**src/rtl/mem_access_ctrl_pkg.sv**
```systemverilog
// Shared opcode constants, FSM state encoding and the decoded M-stage
// memory-op bundle used by the access controller.
package mem_access_ctrl_pkg;

    localparam logic [5:0] op_LB  = 6'b100000;
    localparam logic [5:0] op_LH  = 6'b100001;
    localparam logic [5:0] op_LW  = 6'b100011;
    localparam logic [5:0] op_LBU = 6'b100100;
    localparam logic [5:0] op_LHU = 6'b100101;
    localparam logic [5:0] op_SB  = 6'b101000;
    localparam logic [5:0] op_SH  = 6'b101001;
    localparam logic [5:0] op_SW  = 6'b101011;

    typedef enum logic [1:0] {
        st_IDLE = 2'd0,
        st_ADDR = 2'd1,
        st_DATA = 2'd2,
        st_DONE = 2'd3
    } state_t;

    typedef struct packed {
        logic        memop;
        logic        load;
        logic        misalign;
        logic [3:0]  wen;
        logic [31:0] wdata;
    } align_t;

endpackage

```
**src/rtl/mem_access_ctrl_store_align.sv**
```systemverilog
// Combinational M-stage decode: memory-op class, alignment fault,
// byte enables and lane-replicated store data.
module mem_access_ctrl_store_align
    import mem_access_ctrl_pkg::*;
(
    input  logic [5:0]  opM,
    input  logic [31:0] aluoutM,
    input  logic [31:0] writedataM,
    output align_t      al
);

    always_comb begin
        al = '0;
        unique case (opM)
            op_LW: begin
                al.memop    = 1'b1;
                al.load     = 1'b1;
                al.misalign = |aluoutM[1:0];
            end
            op_LH, op_LHU: begin
                al.memop    = 1'b1;
                al.load     = 1'b1;
                al.misalign = aluoutM[0];
            end
            op_LB, op_LBU: begin
                al.memop = 1'b1;
                al.load  = 1'b1;
            end
            op_SW: begin
                al.memop    = 1'b1;
                al.misalign = |aluoutM[1:0];
                al.wen      = 4'b1111;
                al.wdata    = writedataM;
            end
            op_SH: begin
                al.memop    = 1'b1;
                al.misalign = aluoutM[0];
                al.wen      = aluoutM[1] ? 4'b1100 : 4'b0011;
                al.wdata    = {2{writedataM[15:0]}};
            end
            op_SB: begin
                al.memop = 1'b1;
                al.wen   = 4'b0001 << aluoutM[1:0];
                al.wdata = {4{writedataM[7:0]}};
            end
            default: ;
        endcase
    end

endmodule

```
**src/rtl/mem_access_ctrl.sv**
```systemverilog
// M-stage load/store sequencer: one outstanding SRAM transaction,
// pipeline stall until DONE, registered raw read word.
module mem_access_ctrl
    import mem_access_ctrl_pkg::*;
(
    input  logic        clk,
    input  logic        rst,
    input  logic [5:0]  opM,
    input  logic [31:0] aluoutM,
    input  logic [31:0] writedataM,
    input  logic        stall_ext,
    output logic        stallM,
    output logic [31:0] readdataM,
    output logic        adelM,
    output logic        adesM,
    output logic        data_req,
    output logic        data_wr,
    output logic [3:0]  data_wen,
    output logic [31:0] data_addr,
    output logic [31:0] data_wdata,
    input  logic        data_addr_ok,
    input  logic        data_data_ok,
    input  logic [31:0] data_rdata
);

    align_t al;
    state_t state;
    state_t state_n;
    logic   go;
    logic   req;

    mem_access_ctrl_store_align u_align (
        .opM        (opM),
        .aluoutM    (aluoutM),
        .writedataM (writedataM),
        .al         (al)
    );

    assign go = al.memop & ~al.misalign;

    always_ff @(posedge clk) begin
        if (rst) state <= st_IDLE;
        else     state <= state_n;
    end

    always_ff @(posedge clk) begin
        if (rst)
            readdataM <= '0;
        else if (state == st_DATA && data_data_ok && al.load)
            readdataM <= data_rdata;
    end

    always_comb begin
        state_n = state;
        req     = 1'b0;
        unique case (state)
            st_IDLE: begin
                req = go;
                if (go && data_addr_ok) state_n = st_DATA;
                else if (go)            state_n = st_ADDR;
            end
            st_ADDR: begin
                req = 1'b1;
                if (data_addr_ok) state_n = st_DATA;
            end
            st_DATA: begin
                if (data_data_ok) state_n = st_DATA == state ? st_DONE : state;
            end
            st_DONE: begin
                // hold here so a frozen M stage cannot re-issue itself
                if (!stall_ext) state_n = st_IDLE;
            end
        endcase
    end

    assign data_req   = req & ~rst;
    assign stallM     = go & (state != st_DONE) & ~rst;
    assign adelM      = al.misalign & al.load & ~rst;
    assign adesM      = al.misalign & al.memop & ~al.load & ~rst;
    assign data_wr    = al.memop & ~al.load & ~rst;
    assign data_wen   = rst ? 4'b0 : al.wen;
    assign data_addr  = rst ? 32'b0 : aluoutM;
    assign data_wdata = rst ? 32'b0 : al.wdata;

endmodule

```
**config.mk**
```make
export PLATFORM = sky130hd
export DESIGN_NAME = mem_access_ctrl
export DESIGN_NICKNAME = d
export VERILOG_FILES = /design/src/rtl/mem_access_ctrl_pkg.sv /design/src/rtl/mem_access_ctrl_store_align.sv /design/src/rtl/mem_access_ctrl.sv
export SDC_FILE = /design/constraint.sdc
export NUM_CORES = 1
export LEC_CHECK = 0
export BUFFER_PORTS_ARGS = -buffer_cell sky130_fd_sc_hd__clkbuf_2
export CAP_MARGIN = 20
export CORE_AREA = 2 2 83 85
export DETAILED_ROUTE_END_ITERATION = 10
export DIE_AREA = 0 0 85 87
export PLACE_DENSITY = 0.86
export SETUP_SLACK_MARGIN = 0.4
export SYNTH_ARGS = -nofsm -noshare
export SYNTH_HDL_FRONTEND = slang
export SYNTH_SLANG_ARGS = --single-unit
```
**constraint.sdc**
```tcl
create_clock -name clk -period 2.21 [get_ports clk]
set_clock_uncertainty 0.15 [all_clocks]
set_input_delay 0.221 -clock clk [delete_from_list [all_inputs] [get_ports clk]]
set_output_delay 0.221 -clock clk [all_outputs]
set_load 0.005 [all_outputs]
```
Word-level counts from Yosys, hierarchy flattened
Index checks and enable logic that the tools add are counted.
Widths: inputs -> output; s select.
{"block": "classes", "bitwise_logic": 14, "shift": 1, "eq_ne": 18, "n_reduce_logical": 10, "mux": 16}
{"cell": "$pmux 36 s3", "count": 1}
{"cell": "$mux 32", "count": 2}
{"cell": "$eq 6x6->1 const B", "count": 8}
{"cell": "$mux 2", "count": 6}
{"cell": "$and 1x1->1", "count": 11}
{"cell": "$mux 4", "count": 2}
{"cell": "$ne 2x2->1 const B", "count": 4}
{"cell": "$pmux 2 s4", "count": 1}
{"cell": "$reduce_or 8->1", "count": 1}
{"cell": "$reduce_and 5->1", "count": 1}
{"cell": "$reduce_or 5->1", "count": 1}
{"cell": "$eq 2x2->1 const B", "count": 2}
{"cell": "$pmux 1 s2", "count": 2}
{"cell": "$reduce_or 2->1", "count": 2}
{"cell": "$shl 1x2->4 const A", "count": 1}
{"cell": "$logic_and 1x1->1", "count": 3}
{"cell": "$ne 3x3->1 const B", "count": 1}
{"cell": "$not 1->1", "count": 3}
{"cell": "$reduce_or 3->1", "count": 1}
{"cell": "$eq 2x1->1 const B", "count": 1}
{"cell": "$eq 2x2->1 const A", "count": 1}
{"cell": "$logic_not 2->1", "count": 1}
{"cell": "$mux 1", "count": 2}
{"cell": "$ne 2x1->1 const B", "count": 1}
{"block": "totals", "out_inout_bits": 105, "wordCells": 61, "register_bits": 34}

Longest topological paths before layout
{"block": "logic_depth", "depth_word": 8, "ltp_mapped": 7, "depth_no_buf": 6}

By module
Synthesis repeated with hierarchy kept, for this count alone.
{"block": "hier_totals", "cells_unflattened": 358, "hier_area_um2": 2565.0}
{"mod": "mem_access_ctrl", "cells_per_inst": 246, "n_inst": 1, "seq_area_each_um2": 680.7, "area_per_inst_um2": 1823.0}
{"mod": "mem_access_ctrl_store_align", "cells_per_inst": 112, "n_inst": 1, "seq_area_each_um2": 0.0, "area_per_inst_um2": 742.0}

Worst setup path before layout
No wires, ideal clock.
{"block": "synth_path", "path_type": "register to register", "start": "register state[0]", "end": "register state[0]", "setup_ns": 0.122, "path_buffers": 0, "stages_incl_launch_ff": 7, "setup_slack_ns": 0.359, "arrival_ns": 1.580, "period_less_slack_ns": 1.851, "cell_sequence": "dfxtp_1 -> inv_1 -> ha_1 -> nor2b_1 -> or3_1 -> mux2i_1 -> a221o_1"}
{"block": "synth_via", "elab_chain_cells": 3}
{"item": "from (decl)", "line": "mem_access_ctrl.sv:27", "text": "state_t state;"}
{"item": "from (signal assigned)", "line": "mem_access_ctrl.sv:42", "text": "if (rst) state <= st_IDLE;"}
{"item": "from (signal assigned)", "line": "mem_access_ctrl.sv:43", "text": "else state <= state_n;"}
{"item": "$eq 2x2->1, or another cell as far along", "line": "mem_access_ctrl.sv:56, mem_access_ctrl.sv:67"}
{"item": "$ne 2x1->1 (no source line), or another cell as far along"}
{"item": "$reduce_and 5->1 (no source line)"}
Several ways; a longest one is shown, not always the timed one.
A chain may end at the register's enable or synchronous reset.

Final worst setup path
{"block": "layout_path", "start": "input port opM[4]", "end": "output port data_wdata[25]"}
{"block": "layout_via", "elab_chain_cells": 3}
{"item": "from (decl)", "line": "mem_access_ctrl.sv:8", "text": "input logic [5:0] opM,"}
{"item": "$eq 6x6->1", "line": "mem_access_ctrl_store_align.sv:14", "text": "unique case (opM)"}
{"item": "$pmux 36 s3 *", "line": "mem_access_ctrl_store_align.sv:14"}
{"item": "$mux 32 *", "line": "mem_access_ctrl.sv:83", "text": "assign data_wdata = rst ? 32'b0 : al.wdata;"}
{"item": "to (decl)", "line": "mem_access_ctrl.sv:20", "text": "output logic [31:0] data_wdata,"}
Every way passes the cells marked *; elsewhere a longest branch is shown, timed or not.

==> results.yml <==
worst_setup_path:
  crit_path_top_delay_cell: "nor3_4"
  cp-start-kind: "primary input"
  timing.critical_path.to_type: "output pin"
  crit_arrival_ns: 1.49
  crit_required_ns: 1.84
  critPathMaxStageDelay_ns: 0.22
  r2r_slack_ns: 0.41
  crit_type: "primary input to output pin"
  crit_fanout: 7
  cp_cell_sequence: "buf_6 -> nand4bb_1 -> buf_6 -> nor3_4 -> buf_6 -> a22o_1 -> a32o_1 -> buf_2"
  crit_top_cell: "buf_6"
sta:
  slew_viol_final: 0
  tightest_slew_ns: 0.438
  max_freq_mhz: 536
  setup_tns_ns: 0
  min_period_over_period_pct: 84.4
  layout_setup_ws_ns: 0.345
  final-setup-viol-count: 0
  fin_crit_ns: 1.87
  slew_headroom_pct: 70.8
  hold_viol: 0
  rsz0062_at_grt: "yes"
synthesis:
  ys_warn_count: 0
  yosys-top-cells-count: "nand2_1 (70), a21oi_1 (40), dfxtp_1 (34)"
  yosysUniqueCellTypes: 45
  synth-compound-area-share_pct: 23.6
  syn_avg_cell_area_um2: 7.31
  synth_top_area_share_pct: 31.0
  synthSimpleGateAreaFrac_pct: 35.7
  synth_adder_area_share_pct: 2.28
  async_reset_ff_share_pct: 0
  postSynthCellCount: 300
  synth_nets: 411
  synth_edf_count: 0
  synth-seq-cells: 34
  yosys.cell_count.top_type: "nand2_1"
  synth.area.mux_share_pct: 0.970
  synth_top_family_by_area: "simple AND/OR/NAND/NOR gates"
  yosysSeqAreaShare_pct: 31.0
  synth_area_leader_cell: "dfxtp_1"
  ys.flop_type: "dfxtp_1"
  synth_area_mm2: 0.00219
  synthXorXnorAreaFrac_pct: 0
  yosys-top-cells-area: "dfxtp_1 (31%), nand2_1 (12%), nor2b_1 (9.4%)"
power:
  leakagePower_nw: 1.90
  p_per_area_mw_per_mm2: 452
  peakVddDrop_uv: 466
  power_w: 0.00177
worst_hold_path:
  hp-class: "primary input to flop"
placement:
  preCtsSetupSlack_ns: 0.202
  place_congestion: 1.03
  hpwl_mm: 6.72
  io_buffers: 211
layout:
  n_fill_cell: 569
  antennaDiodeCount: 0
  syn_to_final_growth_pct: 78.6
  layout.nets: 645
  fin_util_pct: 59.6
  drive_above_1_share_pct: 52.3
grt:
  grt_overflow: 0
  grt_max_degree: 33
  grt_util_all_layers_pct: 21.5
  grt_pass1_vias: 2836
  grt_pass1_wl_mm: 13.0
  antenna_found_initial: 0
outcome:
  status: "completed"
clock_network:
  clockBufferDepth: 2
  cts_tree: "yes"
  cts_sinks: 34
  root_buffer: "clkbuf_8"
  insertion_delay_ns: 0.28
  cts_max_level: 2
  clk_pin_slew_worst_paths_ns: 0.07
  cts_buffers: 5
detailed_routing:
  wl_mm: 9.05
  drc: 0
  drt_iter0_markers: 166
  ant_nets: 0
  first_pass_iters: 5
  vias: 3097
  viasPerCell: 5.04
  wire_per_inst_um: 14.7
die:
  core_area_mm2: 0.00657
  die_width_um: 85
  rows: 30
  die_area_mm2: 0.00740
  io_pins: 212
  start_util_pct: 33.4
  die_h_um: 87
run:
  cap_violations: 0
per-layer routing:
layer	up-vias	global-route usage, %	wire, µm	share of wire, %
met1	1391	23.8	3310	37
met2	185	40.5	4770	53
met4	0	6.93	198	2.2
li1	1495	-	-	-
met5	-	0	0	0
met3	26	5.02	773	8.5
per-stage QoR:
step | instance area (µm²) | instances | hold WS [ns]
floorplan | 2200 | 300 | 0.207
global placement | 3360 | 587 | 0.290
detailed placement | 3360 | 587 | 0.297
CTS | 3700 | 608 | 0.0000501
global route | 3920 | 615 | 0.000122
finish | 3920 | 615 | 0.00736
critical path, delay by kind of cell:
kind	cells	cell delay [ns]
AOI/OAI and AO/OA	2	0.32
and+or+nand+nor	2	0.41
buffers and inverters	4	0.53
logic make-up (layout without fill, tap and decap cells):
family          count (synthesis)  count (layout)
simple gates                  156             156
compound gates                 76              76
flops                          34              34
buf+inv                        28             263
fa+ha+maj                       4               4
mux                             2               2
placed cells by master (no fill, tap or decap), types with 2 or more instances in the layout:
cell	Yosys	layout
buf_8	0	2
nor3_4	1	2
buf_6	4	14
dlygate4sd3_1	0	9
clkinvlp_4	0	2
o21ai_0	4	3
and4_1	2	2
nor2b_1	33	32
a21oi_1	40	39
nor3_1	4	3
and2_4	0	9
nor2_1	19	17
a22o_1	6	6
a22oi_1	8	8
nand2b_1	2	2
inv_2	1	2
clkbuf_8	0	5
ha_2	0	2
a32o_1	6	6
and2_1	15	6
inv_1	8	5
dfxtp_1	34	32
clkbuf_2	0	193
nand2_1	70	70
bufinv_16	0	2
buf_2	5	6
buf_4	0	19
dfxtp_4	0	2
area by class of cell:
type                       instances  area, µm²  area share [%]
multi-input combinational        238       1480            37.8
timing repair inverter             1       7.51           0.192
clock buffer                       5       68.8            1.76
sequential                        34        688            17.6
timing repair buffer             245       1460            37.3
tap                               80        100            2.56
inverter                           9       40.0            1.02
clock inverter                     3       68.8            1.76
power by group:
group | leakage, nW | internal (W) | total, W | switching, W
combinational | 1.55 | 0.000224 | 0.000428 | 0.000204
clock | 0.0683 | 0.000452 | 0.000694 | 0.000242
sequential | 0.275 | 0.000631 | 0.000649 | 0.0000173
state kept, by name, summed over array words and instances, names as in the netlist:
signal,flops
state,2
readdataM,32
path summary, 6_finish.rpt:
check,start,endpoint,depth (start not counted)
max,opM[4],data_wdata[25],8
min,data_rdata[24],readdataM[24],3
max reg2reg,state[1],state[0],6
min reg2reg,readdataM[21],readdataM[21],2
timing repair:
| action | 4_1_cts | 5_1_grt |
|---|---|---|
| pin swaps | 16 | 17 |
| hold endpoints to repair | 9 | 0 |
| setup buffers | 4 | 5 |
| resized for setup | 24 | 43 |
| cloned | 0 | 2 |
| setup endpoints to repair | 61 | 70 |
| hold buffers | 9 | 0 |
Power figures use the tool's default switching activity.
